File: src/rtl/gb_oam_dma.sv
// gb_oam_dma: OAM DMA engine, copies NUM_BYTES from {src_hi,00} to OAM one byte per M-cycle
// Ports: clk_m/reset (async, active-high); dma_start/dma_start_addr request from the PPU
// register block; rd_en/src_addr/rd_data system read port (1-cycle read latency);
// oam_wren/oam_addr/oam_data OAM write port; dma_active to the bus arbiter.
module gb_oam_dma #(
  parameter int NUM_BYTES = 160,
  parameter bit ECHO_FOLD = 1'b1
) (
  input  logic        clk_m,
  input  logic        reset,
  input  logic        dma_start,
  input  logic [15:0] dma_start_addr,
  input  logic [7:0]  rd_data,
  output logic        rd_en,
  output logic [15:0] src_addr,
  output logic        oam_wren,
  output logic [7:0]  oam_addr,
  output logic [7:0]  oam_data,
  output logic        dma_active
);
  localparam logic [1:0] IDLE  = 2'd0;
  localparam logic [1:0] START = 2'd1;
  localparam logic [1:0] XFER  = 2'd2;
  localparam logic [1:0] DRAIN = 2'd3;
  localparam logic [7:0] LAST  = 8'(NUM_BYTES - 1);
  logic [1:0] state_q, state_d;
  logic [7:0] src_hi_q, src_hi_d, rd_idx_q, rd_idx_d, wr_idx_q, wr_idx_d, hi_in;
  logic       wr_pend_q, wr_pend_d, xfer, unused_lo;
  assign unused_lo = ^dma_start_addr[7:0];
  assign xfer = state_q == XFER;
  // Echo RAM region 0xE0-0xFF mirrors 0xC0-0xDF
  assign hi_in = (ECHO_FOLD && dma_start_addr[15:8] > 8'hDF) ? dma_start_addr[15:8] - 8'h20
                                                               : dma_start_addr[15:8];
  always_comb begin
    // The read issued this cycle is always written next cycle, even across a restart
    wr_pend_d = xfer;
    wr_idx_d  = xfer ? rd_idx_q : wr_idx_q;
    src_hi_d  = dma_start ? hi_in : src_hi_q;
    state_d   = dma_start ? START :
                state_q == START ? XFER :
                xfer ? (rd_idx_q == LAST ? DRAIN : XFER) : IDLE;
    rd_idx_d  = (dma_start || !xfer) ? 8'd0 :
                rd_idx_q == LAST ? rd_idx_q : rd_idx_q + 8'd1;
  end
  always_ff @(posedge clk_m or posedge reset) begin
    if (reset) begin
      state_q   <= IDLE;
      src_hi_q  <= '0;
      rd_idx_q  <= '0;
      wr_idx_q  <= '0;
      wr_pend_q <= 1'b0;
    end else begin
      state_q   <= state_d;
      src_hi_q  <= src_hi_d;
      rd_idx_q  <= rd_idx_d;
      wr_idx_q  <= wr_idx_d;
      wr_pend_q <= wr_pend_d;
    end
  end
  assign rd_en      = xfer;
  assign src_addr   = xfer ? {src_hi_q, rd_idx_q} : 16'h0000;
  assign oam_wren   = wr_pend_q;
  assign oam_addr   = wr_idx_q;
  assign oam_data   = wr_pend_q ? rd_data : 8'h00;
  assign dma_active = state_q != IDLE;
endmodule

File: config.mk
export PLATFORM = sky130hd
export DESIGN_NAME = gb_oam_dma
export DESIGN_NICKNAME = d
export VERILOG_FILES = /design/src/rtl/gb_oam_dma.sv
export SDC_FILE = /design/constraint.sdc
export NUM_CORES = 1
export LEC_CHECK = 0
export BUFFER_PORTS_ARGS = -buffer_cell sky130_fd_sc_hd__buf_2
export CORE_MARGIN = 3
export CORE_UTILIZATION = 50
export CTS_BUF_LIST = sky130_fd_sc_hd__clkbuf_16
export CTS_CLUSTER_SIZE = 20
export DETAILED_ROUTE_END_ITERATION = 16
export PLACE_DENSITY = 0.89
export SYNTH_ARGS = -nofsm -noshare
export SYNTH_HDL_FRONTEND = slang
export SYNTH_SLANG_ARGS = --single-unit
File: constraint.sdc
create_clock -name clk_m -period 2.9 [get_ports clk_m]
set_input_delay 0.435 -clock clk_m [delete_from_list [all_inputs] [get_ports clk_m]]
set_output_delay 0.435 -clock clk_m [all_outputs]
set_load 0.05 [all_outputs]
-- Word level (Yosys, flattened, before mapping)
Index checks and enable logic that the tools add are counted.
- multiplexer cells: 9
- eq/ne operators: 4
- reduce and logical (&&, ||, !) cells: 3
- $lt $le $gt $ge: 1
- add/sub/neg operators: 2
- operators by type and width (operator ; number):
    $mux W8 ; 4
    $mux W16 ; 1
    $add A8 B1 Y8 const B ; 1
    $eq A8 B8 Y1 const B ; 1
    $gt A8 B8 Y1 const B ; 1
    $sub A8 B6 Y8 const B ; 1
    $mux W2 ; 3
    $eq A2 B1 Y1 const B ; 1
    $eq A2 B2 Y1 const B ; 1
    $ne A2 B1 Y1 const B ; 1
    $reduce_bool A2 Y1 ; 1
    $logic_not A1 Y1 ; 1
    $logic_or A1 B1 Y1 ; 1
    $mux W1 ; 1
- input bits: 27
- word-level logic and storage cells: 24
- output and inout bits: 35
- register bits after elaboration: 27

-- Depth between registers and ports, before layout
Gate-level depths: netlist of the first run.
- depth after elaboration: 5
- depth in mapped cells: 7
- depth with buffers taken out: 5

-- Worst setup path after synthesis of the first run
OpenSTA, ideal clock, no wires.
- path type: register -> output
- from: register state_q[0]
- to: output src_addr[0]
- path buffers: 2
- setup slack: 0.558 ns
- arrival: 1.907 ns
- cell stages (with the launch flop): 6
- cell sequence: dfrtp_1 inv_1 ha_1 buf_2 clkbuf_1 and2_1
- word-level cells in the longest chain between the ends: 2
- RTL lines (element ; line ; RTL):
    start, declared ; 26 ; logic [1:0] state_q, state_d;
    start signal, assigned ; 53 ; state_q <= state_d;
    $eq A2 B2 Y1 ; 30 ; assign xfer = state_q == XFER;
    named net rd_en ; 14 ; output logic rd_en,
    $mux W16 ; 61 ; assign src_addr = xfer ? {src_hi_q, rd_idx_q} : 16'h0000;
    end, declared ; 15 ; output logic [15:0] src_addr,
The timed path passes the listed nets, and every way through them passes these cells.

-- Worst setup path in the final report of the first run
- from: register state_q[0]
- to: output src_addr[2]
- word-level cells in the longest chain between the ends: 2
- RTL lines (element ; line):
    $eq A2 B2 Y1 ; 30
    $mux W16 ; 61
Every way passes these cells.

==> results.sh, run 1 <==
export IMPL_rsz0062_at_grt="false"
export IMPL_most_common_layout_cells="buf_2, dfrtp_1, and2_1, mux2_2, inv_1"
export IMPL_worst_setup_path_end_kind="primary output"
export IMPL_cts_tree="yes"
export IMPL_r2r_setup_slack_ns=0.86
export IMPL_clock_latency_ns=0.25
export IMPL_io_pins=62
export IMPL_max_stage_delay_ns=0.51
export IMPL_cts_root_buffer="clkbuf_16"
export IMPL_max_cap_violations=0
export IMPL_worstReg2RegStart="state_q[0]"
export IMPL_antenna_found_initial=0
export IMPL_leakagePower_nw=0.9750
export IMPL_postSynthRegisterBits=27
export IMPL_dp_hpwl_mm=2.231
export IMPL_die_y_um=58.25
export IMPL_die_area_sq_um=3393
export IMPL_worstSetupPathType="reg -> out"
export IMPL_drtIter0Drc=45
export IMPL_mappedNetlistArea_sq_um=1365
export IMPL_setup_viol=0
export IMPL_die_width_um=58.25
export IMPL_synth_area_leaders="dfrtp_1, mux2_2, and2_1"
export IMPL_path_delay_family="buffers and inverters"
export IMPL_grt_max_degree=28
export IMPL_fin_crit_ns=2.314
export IMPL_seq_area_frac_synth_pct=49.50
export IMPL_place_congestion=0.7179
export IMPL_area_delta_synth_final_pct=26.21
export IMPL_drt_wirelength_per_cell_um=15.04
export IMPL_num_antenna_cells=0
export IMPL_fp_row_count=18
export IMPL_tns_ns=0
export IMPL_reg2reg_to="rd_idx_q[2]"
export IMPL_vias=1164
export IMPL_hold_violations=0
export IMPL_initial_utilization_pct=53.64
export IMPL_worstMarginPinSlew_ns=0.9654
export IMPL_fin_skew_ns=0.003787
export IMPL_ys_warn_count=0
export IMPL_core_sq_um=2545
export IMPL_period_share_pct=79.81
export IMPL_avgViaCountPerCell=5.596
export IMPL_clock_path_buffers=2
export IMPL_cts_buffers_inserted=3
export IMPL_cts_htree_levels=1
export IMPL_finalPower_mw=0.8296
export IMPL_yosys_cell_types_count=25
export IMPL_drive_gt1_share_pct=40.45
export IMPL_critPathMaxFanout=18
export IMPL_synth_avg_cell_area_sq_um=10.75
export IMPL_p_per_area_nw_per_um2=481.5
export IMPL_synthCells=127
export IMPL_vdd_ir_drop_max_uv=421.3
export IMPL_fmax_mhz=432.1
export IMPL_groute_usage_overall_pct=19.75
export IMPL_dp_cells=204
export IMPL_relSlewSlack_pct=35.57
export IMPL_ant_nets=0
export IMPL_layout_nets=211
export IMPL_reg2reg_depth=5
export IMPL_cp_required_ns=2.47
export IMPL_cts_resized=0
export IMPL_mostFrequentLayoutCell="buf_2"
export IMPL_worstPathCellList="inv_1 -> ha_1 -> buf_4 -> and2_1 -> buf_2"
export IMPL_firstDrtPassIters=5
export IMPL_worst_path_max_delay_cell="ha_1"
export IMPL_drc=0
export IMPL_maxSlewViolCount=0
export IMPL_post_cts_buffers=0
export IMPL_overflow=0
export IMPL_place_port_buffers=53
export IMPL_grt_pass1_wl_mm=5.161
export IMPL_ctsHoldBuffers=0
export IMPL_outcome="complete, no violations"
export IMPL_synth_net_count=159
export IMPL_yosysTopAreaCellShare_pct=49.50
export IMPL_layout_cells_non_filler=208
export IMPL_path_buf_inv=3
export IMPL_clk_pin_slew_ns=0.06
export IMPL_yosysTopAreaCell="dfrtp_1"
export IMPL_hp_class="in -> async"
export IMPL_start_kind="flip-flop"
export IMPL_cp_arrival_ns=1.88
export IMPL_grt_pass1_vias=1183
export IMPL_clkSinkCount=27
export IMPL_wl_mm=3.128
[layout make-up]
cell class / count / area, sq um
fill: 206 / 822.0
sequential: 27 / 675.6
multi-input combinational: 83 / 620.6
timing repair buffer: 54 / 272.8
clock buffer: 3 / 75.07
inverter: 10 / 37.54
tap: 30 / 37.54
clock inverter: 1 / 3.754
[worst reg2reg max path: stages, from the launching register on]
cell and delay, ns:
dfrtp_1 0.38, inv_1 0.08, ha_1 0.51, nor2b_1 0.60, o21ai_0 0.21, a31oi_1 0.18
[power breakdown]
group	internal (mW)	total, mW	switching [mW]
Combinational	0.0409	0.128	0.0868
Sequential	0.393	0.402	0.00923
Clock	0.184	0.300	0.116
Total	0.618	0.830	0.212
[worst max path at each step]
stage,end,cells past startpoint,startpoint,slack [ns]
3_3_place_gp,src_addr[4],5,state_q[0],0.89
2_1_floorplan,src_addr[0],5,state_q[0],0.56
4_1_cts,src_addr[2],5,state_q[0],0.55
6_report,src_addr[2],5,state_q[0],0.59
3_5_place_dp,src_addr[2],5,state_q[0],0.83
5_1_grt,src_addr[3],5,state_q[0],0.43
[synth_stat cells]
cell	count
nor2b_1	2
and3_1	3
nand2_1	5
or3b_1	1
and4_1	2
nand3_1	4
o211ai_1	1
buf_2	4
nand4_1	2
mux2_2	14
clkbuf_1	3
or3_1	2
a41o_1	1
a31oi_1	5
inv_1	10
nor3b_1	1
a21boi_0	1
mux2i_1	1
nand4b_1	1
ha_1	5
and2_2	1
dfrtp_1	27
and2_1	23
o211a_1	1
o21ai_0	7
[per-stage QoR]
stage / cell area [sq um] / util, % / hold WS, ns / worst slack, ns
after global routing: 1723 / 67.70 / 0.4224 / 0.4275
after floorplan: 1365 / - / 0.4721 / 0.5580
after CTS: 1723 / 67.70 / 0.4151 / 0.5548
final: 1723 / 67.70 / 0.3962 / 0.5855
after global placement: 1644 / 64.60 / 0.4814 / 0.8907
after detailed placement: 1644 / 64.60 / 0.4932 / 0.8344
[kinds of logic (layout without fill, tap and decap cells)]
kind of cell | after synthesis | after routing | synth area share (%)
AOI/OAI and AO/OA | 16 | 16 | 7.425
and+or+nand+nor | 47 | 47 | 21.17
adders and majority gates | 5 | 5 | 4.583
DFF | 27 | 27 | 49.50
muxes | 15 | 15 | 12.28
buffers and inverters | 17 | 68 | 5.042
[routing by layer]
metal  vias up  wire length, um  track usage [%]
li1        534                -                -
met1       560             1148            21.65
met2        64             1677            37.26
met3         6              266            3.786
met4         0               36            7.285
met5         -                0                0
[sequential cells by signal, indices dropped and copies added (netlist names)]
register / cells
oam_addr: 8
rd_idx_q: 8
src_hi_q: 8
state_q: 2
oam_wren: 1
Power figures use the tool's default switching activity.
==> run 2: changes to the inputs <==
- CORE_UTILIZATION: 50 -> 46
- PLACE_DENSITY: 0.89 -> 0.84
- clock period: 2.9 -> 2.4 ns (I/O delays scaled with it)
==> run 2 against run 1 <==
  * Via count decreased by 1.1%
  * Clock skew is 0.0022 ns lower
  * Global-route usage fell by 1.3 points
  * Hold slack worse by 0.073 ns
  * Critical path depth did not move
  * Die area is 7.8% higher
  * Routed wire length fell by 3.3%
  * Clock-buffer cell count is the same
  * Sequential cell count stayed put
  * Non-clock buffer count increased by 1
  * Final cell count up 0.96%
  * Highest routed layer unchanged
==> results.sh, run 2 (synthesis results as in run 1) <==
export IMPL_outcome="complete, no violations"
export IMPL_leakagePower_nw=0.9803
export IMPL_overflow=0
export IMPL_clk_pin_slew_ns=0.06
export IMPL_rsz0062_at_grt="false"
export IMPL_most_common_layout_cells="buf_2, dfrtp_1, and2_1, mux2_2, inv_1"
export IMPL_setup_viol=0
export IMPL_worst_path_max_delay_cell="dfrtp_1"
export IMPL_die_area_sq_um=3657
export IMPL_worstReg2RegStart="state_q[0]"
export IMPL_maxSlewViolCount=0
export IMPL_io_pins=62
export IMPL_cts_resized=0
export IMPL_dp_cells=206
export IMPL_nFillCells=219
export IMPL_firstDrtPassIters=4
export IMPL_cts_htree_levels=1
export IMPL_cts_buffers_inserted=3
export IMPL_groute_usage_overall_pct=18.45
export IMPL_vdd_ir_drop_max_uv=504.4
export IMPL_grt_pass1_wl_mm=4.995
export IMPL_avgViaCountPerCell=5.481
export IMPL_drtIter0Drc=32
export IMPL_clock_path_buffers=2
export IMPL_fin_area_sq_um=1732
export IMPL_start_kind="flip-flop"
export IMPL_fin_skew_ns=0.001554
export IMPL_place_port_buffers=53
export IMPL_cp_required_ns=2.04
export IMPL_area_delta_synth_final_pct=26.86
export IMPL_worst_setup_path_end_kind="primary output"
export IMPL_wl_mm=3.026
export IMPL_max_stage_delay_ns=0.39
export IMPL_grt_max_degree=28
export IMPL_layout_cells_non_filler=210
export IMPL_clkSinkCount=27
export IMPL_worstPathCellList="inv_1 -> ha_1 -> buf_4 -> and2_1 -> buf_2"
export IMPL_dp_hpwl_mm=2.258
export IMPL_drt_wirelength_per_cell_um=14.41
export IMPL_cts_root_buffer="clkbuf_16"
export IMPL_initial_utilization_pct=49.08
export IMPL_mostFrequentLayoutCell="buf_2"
export IMPL_r2r_setup_slack_ns=0.58
export IMPL_post_cts_buffers=0
export IMPL_antenna_found_initial=0
export IMPL_regArea_sq_um=675.6
export IMPL_max_cap_violations=0
export IMPL_ctsHoldBuffers=0
export IMPL_layout_nets=212
export IMPL_ant_nets=0
export IMPL_path_delay_family="buffers and inverters"
export IMPL_clock_latency_ns=0.26
export IMPL_path_buf_inv=3
export IMPL_multi_input_area_sq_um=620.6
export IMPL_worstMarginPinSlew_ns=0.9834
export IMPL_grt_pass1_vias=1120
export IMPL_tns_ns=0
export IMPL_cp_arrival_ns=1.51
export IMPL_fp_row_count=19
export IMPL_critPathMaxFanout=16
export IMPL_period_share_pct=78.07
export IMPL_fin_crit_ns=1.874
export IMPL_hold_violations=0
export IMPL_die_y_um=60.48
export IMPL_fmax_mhz=533.7
export IMPL_drive_gt1_share_pct=40.78
export IMPL_cts_tree="yes"
export IMPL_dpl_cell_area_sq_um=1653
export IMPL_drc=0
export IMPL_core_sq_um=2781
export IMPL_relSlewSlack_pct=34.37
export IMPL_die_width_um=60.48
export IMPL_reg2reg_to="rd_idx_q[2]"
export IMPL_hp_class="in -> async"
export IMPL_num_antenna_cells=0
export IMPL_reg2reg_depth=6
export IMPL_place_congestion=0.8275
export IMPL_p_per_area_nw_per_um2=583.2
export IMPL_vias=1151
export IMPL_worstSetupPathType="reg -> out"
[run 2: changes by cell type in the layout (fill, tap and decap cells not counted)]
cell / change
buf_4: +1
[run 2: where the power goes]
part / internal [mW] / total [mW] / switching [mW]
clock network: 0.223 / 0.368 / 0.145
registers: 0.475 / 0.486 / 0.0114
logic: 0.0507 / 0.156 / 0.105
[run 2: per-layer routing]
metal	vias to the layer above	routed length [um]	track usage [%]
met5	-	0	0
met3	15	250	4.255
li1	541	-	-
met1	538	1181	22.12
met4	0	134	12.07
met2	57	1459	29.78
[run 2: cell type report]
class | count | share of cell area (%)
Clock buffer | 3 | 4.335
Multi-Input combinational cell | 83 | 35.84
Sequential cell | 27 | 39.02
Timing Repair Buffer | 55 | 16.18
Inverter | 10 | 2.168
Tap cell | 31 | 2.240
Clock inverter | 1 | 0.2168
[run 2: worst max path at each step]
stage	end	slack (ns)	from	cells after the start
5_1_grt	rd_idx_q[3]	0.39	state_q[0]	6
6_report	src_addr[14]	0.53	state_q[0]	5
4_1_cts	src_addr[14]	0.52	state_q[0]	5
3_5_place_dp	rd_idx_q[3]	0.63	state_q[0]	6
3_3_place_gp	rd_idx_q[4]	0.75	state_q[0]	6
2_1_floorplan	src_addr[0]	0.13	state_q[0]	5
[run 2: per-stage QoR]
step                power, mW  setup WS, ns  utilization [%]  hold WS, ns
finish                  1.010        0.5263            62.26       0.3228
global route            1.056        0.3852            62.26       0.3351
CTS                     1.021        0.5209            62.26       0.3339
detailed placement     0.6517        0.6290            59.42       0.4879
global placement       0.6430        0.7514            59.42       0.4822
floorplan              0.6040        0.1330                -       0.4127
==> run 3: changes to the inputs <==
- CORE_UTILIZATION: 46 -> 42
- PLACE_DENSITY: 0.84 -> 0.81
- clock period: 2.4 -> 1.7 ns (I/O delays scaled with it)
==> run 3 against run 2 <==
  * Sequential share of layout area fell by 3.4 points
  * Register-to-register slack got worse by 0.40 ns
  * Clock power up 44%
  * Setup slack lost 0.47 ns
  * Via count shrank 0.87%
  * Hold slack got worse by 0.28 ns
  * Critical path type unchanged
  * Critical endpoint is now src_addr[15]
==> results.sh, run 3 (synthesis results as in run 1) <==
export IMPL_finalWorstSetupSlack_ns=0.05600
export IMPL_vdd_ir_drop_max_uv=580.1
export IMPL_maxSlewViolCount=0
export IMPL_grt_busiest_layer="met2"
export IMPL_drive_gt1_share_pct=51.91
export IMPL_ctsHoldBuffers=0
export IMPL_drc=0
export IMPL_initial_utilization_pct=44.35
export IMPL_grt_pass1_wl_mm=5.609
export IMPL_die_y_um=63.01
export IMPL_fp_row_count=20
export IMPL_cts_htree_levels=1
export IMPL_dp_slack_ns=0.1278
export IMPL_critPathMaxFanout=10
export IMPL_ant_nets=0
export IMPL_outcome="complete, no violations"
export IMPL_grt_pass1_vias=1185
export IMPL_cts_buffers_inserted=3
export IMPL_use_met2_pct=31.23
export IMPL_hp_class="in -> async"
export IMPL_nFillCells=243
export IMPL_most_common_layout_cells="buf_2, dfrtp_1, buf_4, and2_4, mux2_2"
export IMPL_start_kind="flip-flop"
export IMPL_p_per_area_nw_per_um2=774.5
export IMPL_use_met1_pct=21.06
export IMPL_layout_nets=216
export IMPL_drt_wirelength_per_cell_um=14.70
export IMPL_rsz0062_at_grt="false"
export IMPL_cts_root_buffer="clkbuf_16"
export IMPL_place_congestion=0.9078
export IMPL_fin_skew_ns=0.002238
export IMPL_num_antenna_cells=0
export IMPL_grt_use_met3_pct=3.597
export IMPL_io_pins=62
export IMPL_period_share_pct=96.71
export IMPL_dp_hpwl_mm=2.304
export IMPL_grt_max_degree=28
export IMPL_cts_tree="yes"
export IMPL_clock_path_buffers=2
export IMPL_antenna_found_initial=0
export IMPL_mostFrequentLayoutCell="buf_2"
export IMPL_core_sq_um=3078
export IMPL_clock_latency_ns=0.26
export IMPL_worstSetupPathType="reg -> out"
export IMPL_firstDrtPassIters=4
export IMPL_worst_setup_path_end_kind="primary output"
export IMPL_hold_violations=0
export IMPL_fmax_mhz=608.3
export IMPL_wl_mm=3.338
export IMPL_relSlewSlack_pct=77.21
export IMPL_setup_viol=0
export IMPL_reg2reg_depth=4
export IMPL_vias=1141
export IMPL_clkSinkCount=27
export IMPL_worst_hold_slack_ns=0.04311
export IMPL_cp_required_ns=1.44
export IMPL_die_area_sq_um=3970
export IMPL_groute_usage_overall_pct=17.83
export IMPL_max_cap_violations=0
export IMPL_avgViaCountPerCell=5.026
export IMPL_final_util_pct=61.67
export IMPL_clk_pin_slew_ns=0.06
export IMPL_leakagePower_nw=1.025
export IMPL_place_port_buffers=53
export IMPL_die_width_um=63.01
export IMPL_cp_arrival_ns=1.39
export IMPL_fin_crit_ns=1.644
export IMPL_area_delta_synth_final_pct=39.05
export IMPL_worstMarginPinSlew_ns=0.3418
export IMPL_drtIter0Drc=26
export IMPL_overflow=0
==> run 3: cell types whose count changed in the layout (fill, tap and decap cells not counted), sizes merged <==
cell    before  now
clkinv       0    1
clkbuf       3    4
inv         11   10
buf         55   58
==> run 3: area by class of cell <==
class                           instances  area (sq um)  area share (%)
Tap cell                               44         55.05           2.900
Inverter                               10         37.54           1.978
Clock buffer                            3         75.07           3.955
Multi-Input combinational cell         83         671.9           35.40
Sequential cell                        27         675.6           35.60
Clock inverter                          1         5.005          0.2637
Timing Repair Buffer                   59         377.9           19.91
==> run 3: final timing paths <==
path	to	from	slack [ns]
worst max-delay path	src_addr[15]	state_q[0]	0.06
worst min-delay path	oam_wren	reset	0.04
worst max register to register	rd_idx_q[0]	rd_idx_q[0]	0.18
worst min register to register	oam_addr[2]	oam_addr[2]	0.50
max in group asynchronous	rd_idx_q[0]	reset	1.40
min in group clk_m	src_hi_q[2]	dma_start_addr[10]	0.22
==> run 3: power breakdown <==
part	internal, mW	leakage (nW)	switching (mW)	total [mW]
clock	0.317	0.0409	0.213	0.530
combinational	0.0951	0.628	0.155	0.250
sequential	0.670	0.356	0.0201	0.690
==> run 3: layer usage <==
layer	routed length, um	up-vias	part of all wire (%)
li1	-	547	-
met1	1383	552	41
met2	1722	35	52
met3	176	7	5.3
met4	56	0	1.7
met5	0	-	0
==> run 3: what timing repair did <==
item | in CTS | in global routing
buffers inserted | 3 | 0
pin swaps | 1 | 0
endpoints found under the setup margin | 17 | 17
resized for setup | 16 | 4
==> run 3: critical path, stage by stage, from the launching register on <==
cell and delay, ns:
dfrtp_1 0.41, inv_2 0.09, ha_4 0.16, buf_12 0.13
and2_4 0.13, clkbuf_4 0.21
==> run 3: stage by stage <==
step	instance area [sq um]	total power [mW]	cells	TNS [ns]
after CTS	1888	1.481	227	-0.007404
after detailed placement	1728	0.9330	220	0
after floorplan	1419	0.8683	127	0
final	1898	1.470	227	0
after global placement	1728	0.9217	220	0
after global routing	1898	1.539	227	0
